`src/rtl/sy_fifo.sv`:
```
// Single-clock FIFO with registered empty/full/error flags and registered read data.
// Pointers carry one extra wrap bit so full and empty stay distinguishable across rollovers.
module sy_fifo #(
    parameter int DEPTH         = 16,
    parameter int WIDTH         = 4,
    parameter int ADDRESS_WIDTH = $clog2(DEPTH)
) (
    input  logic             clk_i,
    input  logic             rst_i,
    input  logic             wr_en_i,
    input  logic             rd_en_i,
    input  logic [WIDTH-1:0] wdata_i,
    output logic             empty_o,
    output logic             full_o,
    output logic             error_o,
    output logic [WIDTH-1:0] rdata_o
);

    localparam logic [ADDRESS_WIDTH:0] PTR_ONE = 1;

    logic [WIDTH-1:0]         mem [DEPTH];
    logic [ADDRESS_WIDTH:0]   wr_ptr, rd_ptr;
    logic [ADDRESS_WIDTH:0]   wr_ptr_nxt, rd_ptr_nxt;
    logic                     wr_acc, rd_acc;
    logic                     empty_nxt, full_nxt, error_nxt;

    // A write into a full FIFO is still accepted when a read frees a slot in the same cycle.
    always_comb begin
        rd_acc     = rd_en_i && !empty_o;
        wr_acc     = wr_en_i && (!full_o || rd_acc);
        error_nxt  = (wr_en_i && !wr_acc) || (rd_en_i && empty_o);
        wr_ptr_nxt = wr_acc ? wr_ptr + PTR_ONE : wr_ptr;
        rd_ptr_nxt = rd_acc ? rd_ptr + PTR_ONE : rd_ptr;
        empty_nxt  = (wr_ptr_nxt == rd_ptr_nxt);
        full_nxt   = (wr_ptr_nxt[ADDRESS_WIDTH-1:0] == rd_ptr_nxt[ADDRESS_WIDTH-1:0]) &&
                     (wr_ptr_nxt[ADDRESS_WIDTH] != rd_ptr_nxt[ADDRESS_WIDTH]);
    end

    always_ff @(posedge clk_i) begin
        if (!rst_i) begin
            wr_ptr  <= '0;
            rd_ptr  <= '0;
            empty_o <= 1'b1;
            full_o  <= 1'b0;
            error_o <= 1'b0;
            rdata_o <= '0;
        end else begin
            wr_ptr  <= wr_ptr_nxt;
            rd_ptr  <= rd_ptr_nxt;
            empty_o <= empty_nxt;
            full_o  <= full_nxt;
            error_o <= error_nxt;
            if (rd_acc) begin
                rdata_o <= mem[rd_ptr[ADDRESS_WIDTH-1:0]];
            end
        end
    end

    // Storage is deliberately not cleared by reset; the pointers define what is valid.
    always_ff @(posedge clk_i) begin
        if (rst_i && wr_acc) begin
            mem[wr_ptr[ADDRESS_WIDTH-1:0]] <= wdata_i;
        end
    end

endmodule

```
`config.mk`:
```
export PLATFORM = sky130hd
export DESIGN_NAME = sy_fifo
export DESIGN_NICKNAME = d
export VERILOG_FILES = /design/src/rtl/sy_fifo.sv
export SDC_FILE = /design/constraint.sdc
export NUM_CORES = 1
export LEC_CHECK = 0
export ABC_AREA = 1
export BUFFER_PORTS_ARGS = -buffer_cell sky130_fd_sc_hd__clkbuf_2
export CAP_MARGIN = 20
export CORE_UTILIZATION = 35
export CTS_CLUSTER_DIAMETER = 100
export DETAILED_ROUTE_END_ITERATION = 16
export GPL_TIMING_DRIVEN = 0
export HOLD_SLACK_MARGIN = 0.1
export PLACE_DENSITY = 0.49
export SETUP_SLACK_MARGIN = 0.5
export SYNTH_ARGS = -nofsm -noshare
export SYNTH_HDL_FRONTEND = slang
export SYNTH_SLANG_ARGS = --single-unit
```
`constraint.sdc`:
```
create_clock -name clk_i -period 1.8 [get_ports clk_i]
set_input_delay 0.54 -clock clk_i [delete_from_list [all_inputs] [get_ports clk_i]]
set_output_delay 0.54 -clock clk_i [all_outputs]
set_load 0.02 [all_outputs]
```
After elaboration in Yosys (flattened, before gate mapping)
Memories as Yosys holds them, arrays and structs flattened. A register that Yosys moved wholly into a read port is not among the register bits.
Index checks and enable logic that the tools add are counted.
Widths: inputs -> output; s select.
- register bits after elaboration: 13
- RAM bits: 64
- output and inout port bits: 7
- word-level logic and storage cells: 27
- memories: 1
- memories (memory ; depth ; width ; read ports ; clocked after Yosys merged registers in ; write ports ; line ; source):
    mem ; 16 ; 4 ; 1 ; 1 ; 1 ; 21 ; logic [WIDTH-1:0] mem [DEPTH];
- add/subtract/negate cells: 2
- equal/unequal tests: 3
- mux-type cells: 4
- reduce and logical (&&, ||, !) cells: 12
- operators with widths (cell ; count):
    $add 5x1->5 const B ; 2
    $mux 5 ; 2
    $logic_and 1x1->1 ; 6
    $eq 5x5->1 ; 1
    $eq 4x4->1 ; 1
    $logic_not 1->1 ; 4
    $logic_or 1x1->1 ; 2
    $mux 1 ; 2
    $ne 1x1->1 ; 1

Longest topological paths before layout
- depth after elaboration: 7
- mapped depth: 12
- depth with buffers taken out: 12

Worst setup path before layout
OpenSTA, ideal clock, no wires.
- kind: input-to-reg
- from: input port rst_i
- to: memory mem[0][0], enable pin
- library setup time: 0.329 ns
- arrival time: 1.306 ns
- slack: 0.165 ns
- cell stages on the path: 5
- path buffers: 1
- cells stage by stage: clkbuf_1 inv_1 nor2_1 nand2_1 nor2_1
- cells in the longest elaborated chain, start to end: 3
- ends and longest elaborated chain (element ; line ; source):
    start: declaration ; 9 ; input logic rst_i,
    $logic_and 1x1->1 ; 61 ; if (rst_i && wr_acc) begin
    $mux 1 ; 61 ;
    $mux 1 (implied by the code) ; 62 ; mem[wr_ptr[ADDRESS_WIDTH-1:0]] <= wdata_i;
    end: declaration ; 21 ;
Every way passes these cells.

Worst setup path after layout
- from: register empty_o
- to: memory mem[5][0], enable pin
- cells in the longest elaborated chain, start to end: 7
- ends and longest elaborated chain (element ; line ; source):
    start: declaration ; 13 ; output logic empty_o,
    start signal: assignment ; 50 ; empty_o <= empty_nxt;
    $logic_not 1->1 ; 29 ; rd_acc = rd_en_i && !empty_o;
    $logic_and 1x1->1 ; 29 ;
    $logic_or 1x1->1 ; 30 ; wr_acc = wr_en_i && (!full_o || rd_acc);
    $logic_and 1x1->1 ; 30 ;
    $logic_and 1x1->1 ; 61 ;
    $mux 1 ; 61 ;
    $mux 1 (implied by the code) ; 62 ;
Every way passes these cells.

==> summary.txt <==
Pwr
  • Peak supply drop: 387 uV
  • Static Leak: 1.80 nW
  • Power density over the cells: 875 nW/um^2
  • Switching part of the total power: 25.6%
  • Seq pwr share: 49.5%
  • Clock share of power: 34.9%
  • Switching power: 1.07 mW
  • Int Pwr: 3.12 mW
  • Combinational power share: 15.5%

Worst setup path
  • CP Max Fanout: 4
  • Most used cell, CP: nand2_4
  • Buf/Inv on CP: 1
  • Critical path class: reg2reg
  • Cell breakdown of the critical path: inv_4 -> nand2_8 -> nand2_4 -> nand2_4 -> nor2_4 -> nand2_4 -> nor2_4
  • Worst EP arrival: 1.50 ns
  • Crit-path slowest cell: dfxtp_4
  • CP Launch Type: flip-flop
  • Crit-path leading delay family: simple AND/OR/NAND/NOR gates
  • Worst path required time: 1.85 ns
  • CP peak stage delay: 0.37 ns
  • Critical path endpoint category: flip-flop

Synthesis
  • Synth Flop Type: edfxtp_1
  • Synth top area cells: edfxtp_1 54%, dfxtp_1 9.6%, nand2_1 8.5%, nor2_1 6.8%, o21ai_0 4.1%
  • #FFs+latches synth: 81
  • Gate Count Post-Synth: 360
  • Synthesized Nets: 373
  • YS warnings: 0
  • EDFF count, synth: 64
  • Mapped cell area: 3540 sq um
  • Share of synthesized flip-flops with an asynchronous set or reset: 0%
  • Share of the synthesized area in the top cell type: 54.3%
  • Post-Syn Area per Cell: 9.83 sq um
  • Cell type with the highest aggregate area in the netlist: edfxtp_1
  • Distinct cell type count of the synthesized netlist: 23
  • Sequential area share after synthesis: 63.9%

Placement
  • Cells after DPL: 506
  • Routability congestion estimate from global placement: 0.765
  • DP Wirelength: 6080 microns
  • Count of input and output buffers: 13

Timing
  • FMAX: 689 MHz
  • Unrepaired setup endpoints after global routing: yes
  • Slew Viols, Final: 0
  • Min Tclk post-route: 1.45 ns
  • Final hold viol count: 0
  • Hold_ws: 0.533 ns
  • Final cycle utilization of the critical path: 80.6%
  • # setup viols final: 0
  • Rel. slew slack: 64.1%
  • Clock skew: 0.00831 ns
  • Slew @ Worst Pin: 0.538 ns

Clock network
  • Clock latency on the worst-skew pair: 0.35 ns
  • Clock buffer depth: 2
  • Clk sink count: 81
  • Reg clk slew, reported paths: 0.08 ns
  • H-tree Lvls: 3
  • Clock root buffer: clkbuf_8
  • Inserted Clock Buffers: 9
  • TritonCTS clock tree: yes

Global route
  • Total GRT Usage: 18.7%
  • Gr ovfl total: 0
  • Vias in the first global route: 2605
  • Largest net degree at the start of global routing: 17
  • Initial antenna violation count: 0
  • First-pass GRT wire length: 13900 microns

Worst hold path
  • Hold Crit Class: in2reg

Route
  • 1st-iter DRT viols: 83
  • Via count: 2646
  • Routed WL per cell: 16.8 microns
  • Vias per std cell: 4.86
  • Pre-antenna DRT Iters: 4
  • WL final: 9170 microns
  • DRC Markers: 0
  • Remaining antenna violation count after routing: 0

Cells and area
  • Multi-input gate area: 1450 sq um
  • Antenna cells: 0
  • Area Growth Syn to Fin: 35.5%
  • Share of cells above drive strength 1: 35.3%
  • Filler cells: 932
  • Reg area: 2290 sq um
  • Nets: 419
  • Final Non-Filler Cells: 544

Floorplanning
  • Die X: 103 microns
  • Starting density of the core: 36.2%
  • Std cell rows: 36
  • Ports: 15
  • Die ar.: 10500 sq um
  • Core footprint: 9770 sq um
  • Die Height: 103 microns

Flow run
  • Maxcap violations: 0

Run status
  • Status: finished, final reports clean
## path summary, 6_finish.rpt
path / startpoint / cells past startpoint / slack, ns / endpoint
max: empty_o / 7 / 0.35 / mem[5][0]
min: rst_i / 2 / 0.53 / empty_o
max reg2reg: empty_o / 7 / 0.35 / mem[5][0]
min reg2reg: wr_ptr[0] / 2 / 0.54 / wr_ptr[0]
## flip-flops by register name, summed over array words and instances, names as in the netlist
register	count
mem	64
rd_ptr	5
wr_ptr	5
rdata_o	4
empty_o	1
error_o	1
full_o	1
## area by class of cell
type	instances	share of cell area [%]
well taps	133	3.47
inverters	23	2.09
clock inverters	6	1.88
clock buffers	10	2.66
repair buffers	35	7.96
multi-input cells	241	30.2
flip-flops and latches	81	47.8
plain buffers	15	3.94
## logic make-up after synthesis
| group | count (synthesis) | synth area share, % |
|---|---|---|
| AND/OR/NAND/NOR | 182 | 21.1 |
| flip-flops | 81 | 63.9 |
| AO/OA/AOI/OAI | 53 | 8.24 |
| buffers and inverters | 38 | 4.74 |
| adder cells (fa/ha/maj) | 5 | 1.77 |
| XOR/XNOR | 1 | 0.248 |
## worst reg2reg max path: stages (launching register included)
cell and delay [ns]:
dfxtp_4 0.37, inv_4 0.08, nand2_8 0.07, nand2_4 0.07
nand2_4 0.06, nor2_4 0.18, nand2_4 0.15, nor2_4 0.18
## power by group through the flow
stage / clock network, mW / registers, mW / logic, mW
6_report: 1.47 / 2.08 / 0.652
5_1_grt: 1.57 / 2.08 / 0.709
4_1_cts: 1.49 / 2.07 / 0.543
3_5_place_dp: 0 / 2.11 / 0.433
3_3_place_gp: 0 / 2.11 / 0.433
2_1_floorplan: 0 / 2.12 / 0.269
## what timing repair did
action,in CTS,in global routing
hold buffers,0,0
gates resized for setup,75,68
endpoints found under the setup margin,77,78
cloned,0,3
endpoints found under the hold margin,0,0
pin swaps,16,28
setup buffers,12,7
## placed cells by master, fill, tap and decap left out, drive strengths merged
| cell type | n |
|---|---|
| dfxtp | 17 |
| nand4 | 2 |
| a21boi | 1 |
| nor2 | 67 |
| clkinvlp | 2 |
| nand2 | 83 |
| edfxtp | 64 |
| nand3 | 29 |
| nor3 | 1 |
| o21ai | 31 |
| a21oi | 13 |
| clkbuf | 24 |
| o211ai | 8 |
| inv | 23 |
| ha | 5 |
| buf | 36 |
| bufinv | 2 |
| clkinv | 2 |
| xor2 | 1 |
## synthesized netlist by cell type (2+ instances only)
library cell	number
o21ai_0	29
nand4_1	2
ha_1	5
nor2_1	64
inv_1	22
nand2_1	80
a21oi_1	13
o211ai_1	8
dfxtp_1	17
buf_2	11
o21ai_1	2
edfxtp_1	64
nand3_1	28
nor2_2	3
clkbuf_1	2
nand2_2	3
## stage by stage
stage	setup slack (ns)	utilization, %	instance area [sq um]	total power [mW]	setup TNS, ns
after floorplan	0.294	-	3700	2.39	0
after global placement	-0.170	40.2	3930	2.54	-2.64
after detailed placement	-0.199	40.2	3930	2.54	-3.90
after CTS	0.328	45.7	4470	4.11	0
after global routing	0.282	49.1	4790	4.36	0
final	0.349	49.1	4790	4.20	0
## layer usage
layer | track usage [%] | wire (microns)
met1 | 24.6 | 4310
met2 | 30.3 | 4410
met3 | 3.73 | 251
met4 | 7.25 | 196
met5 | 0 | 0
Power figures use the tool's default switching activity.
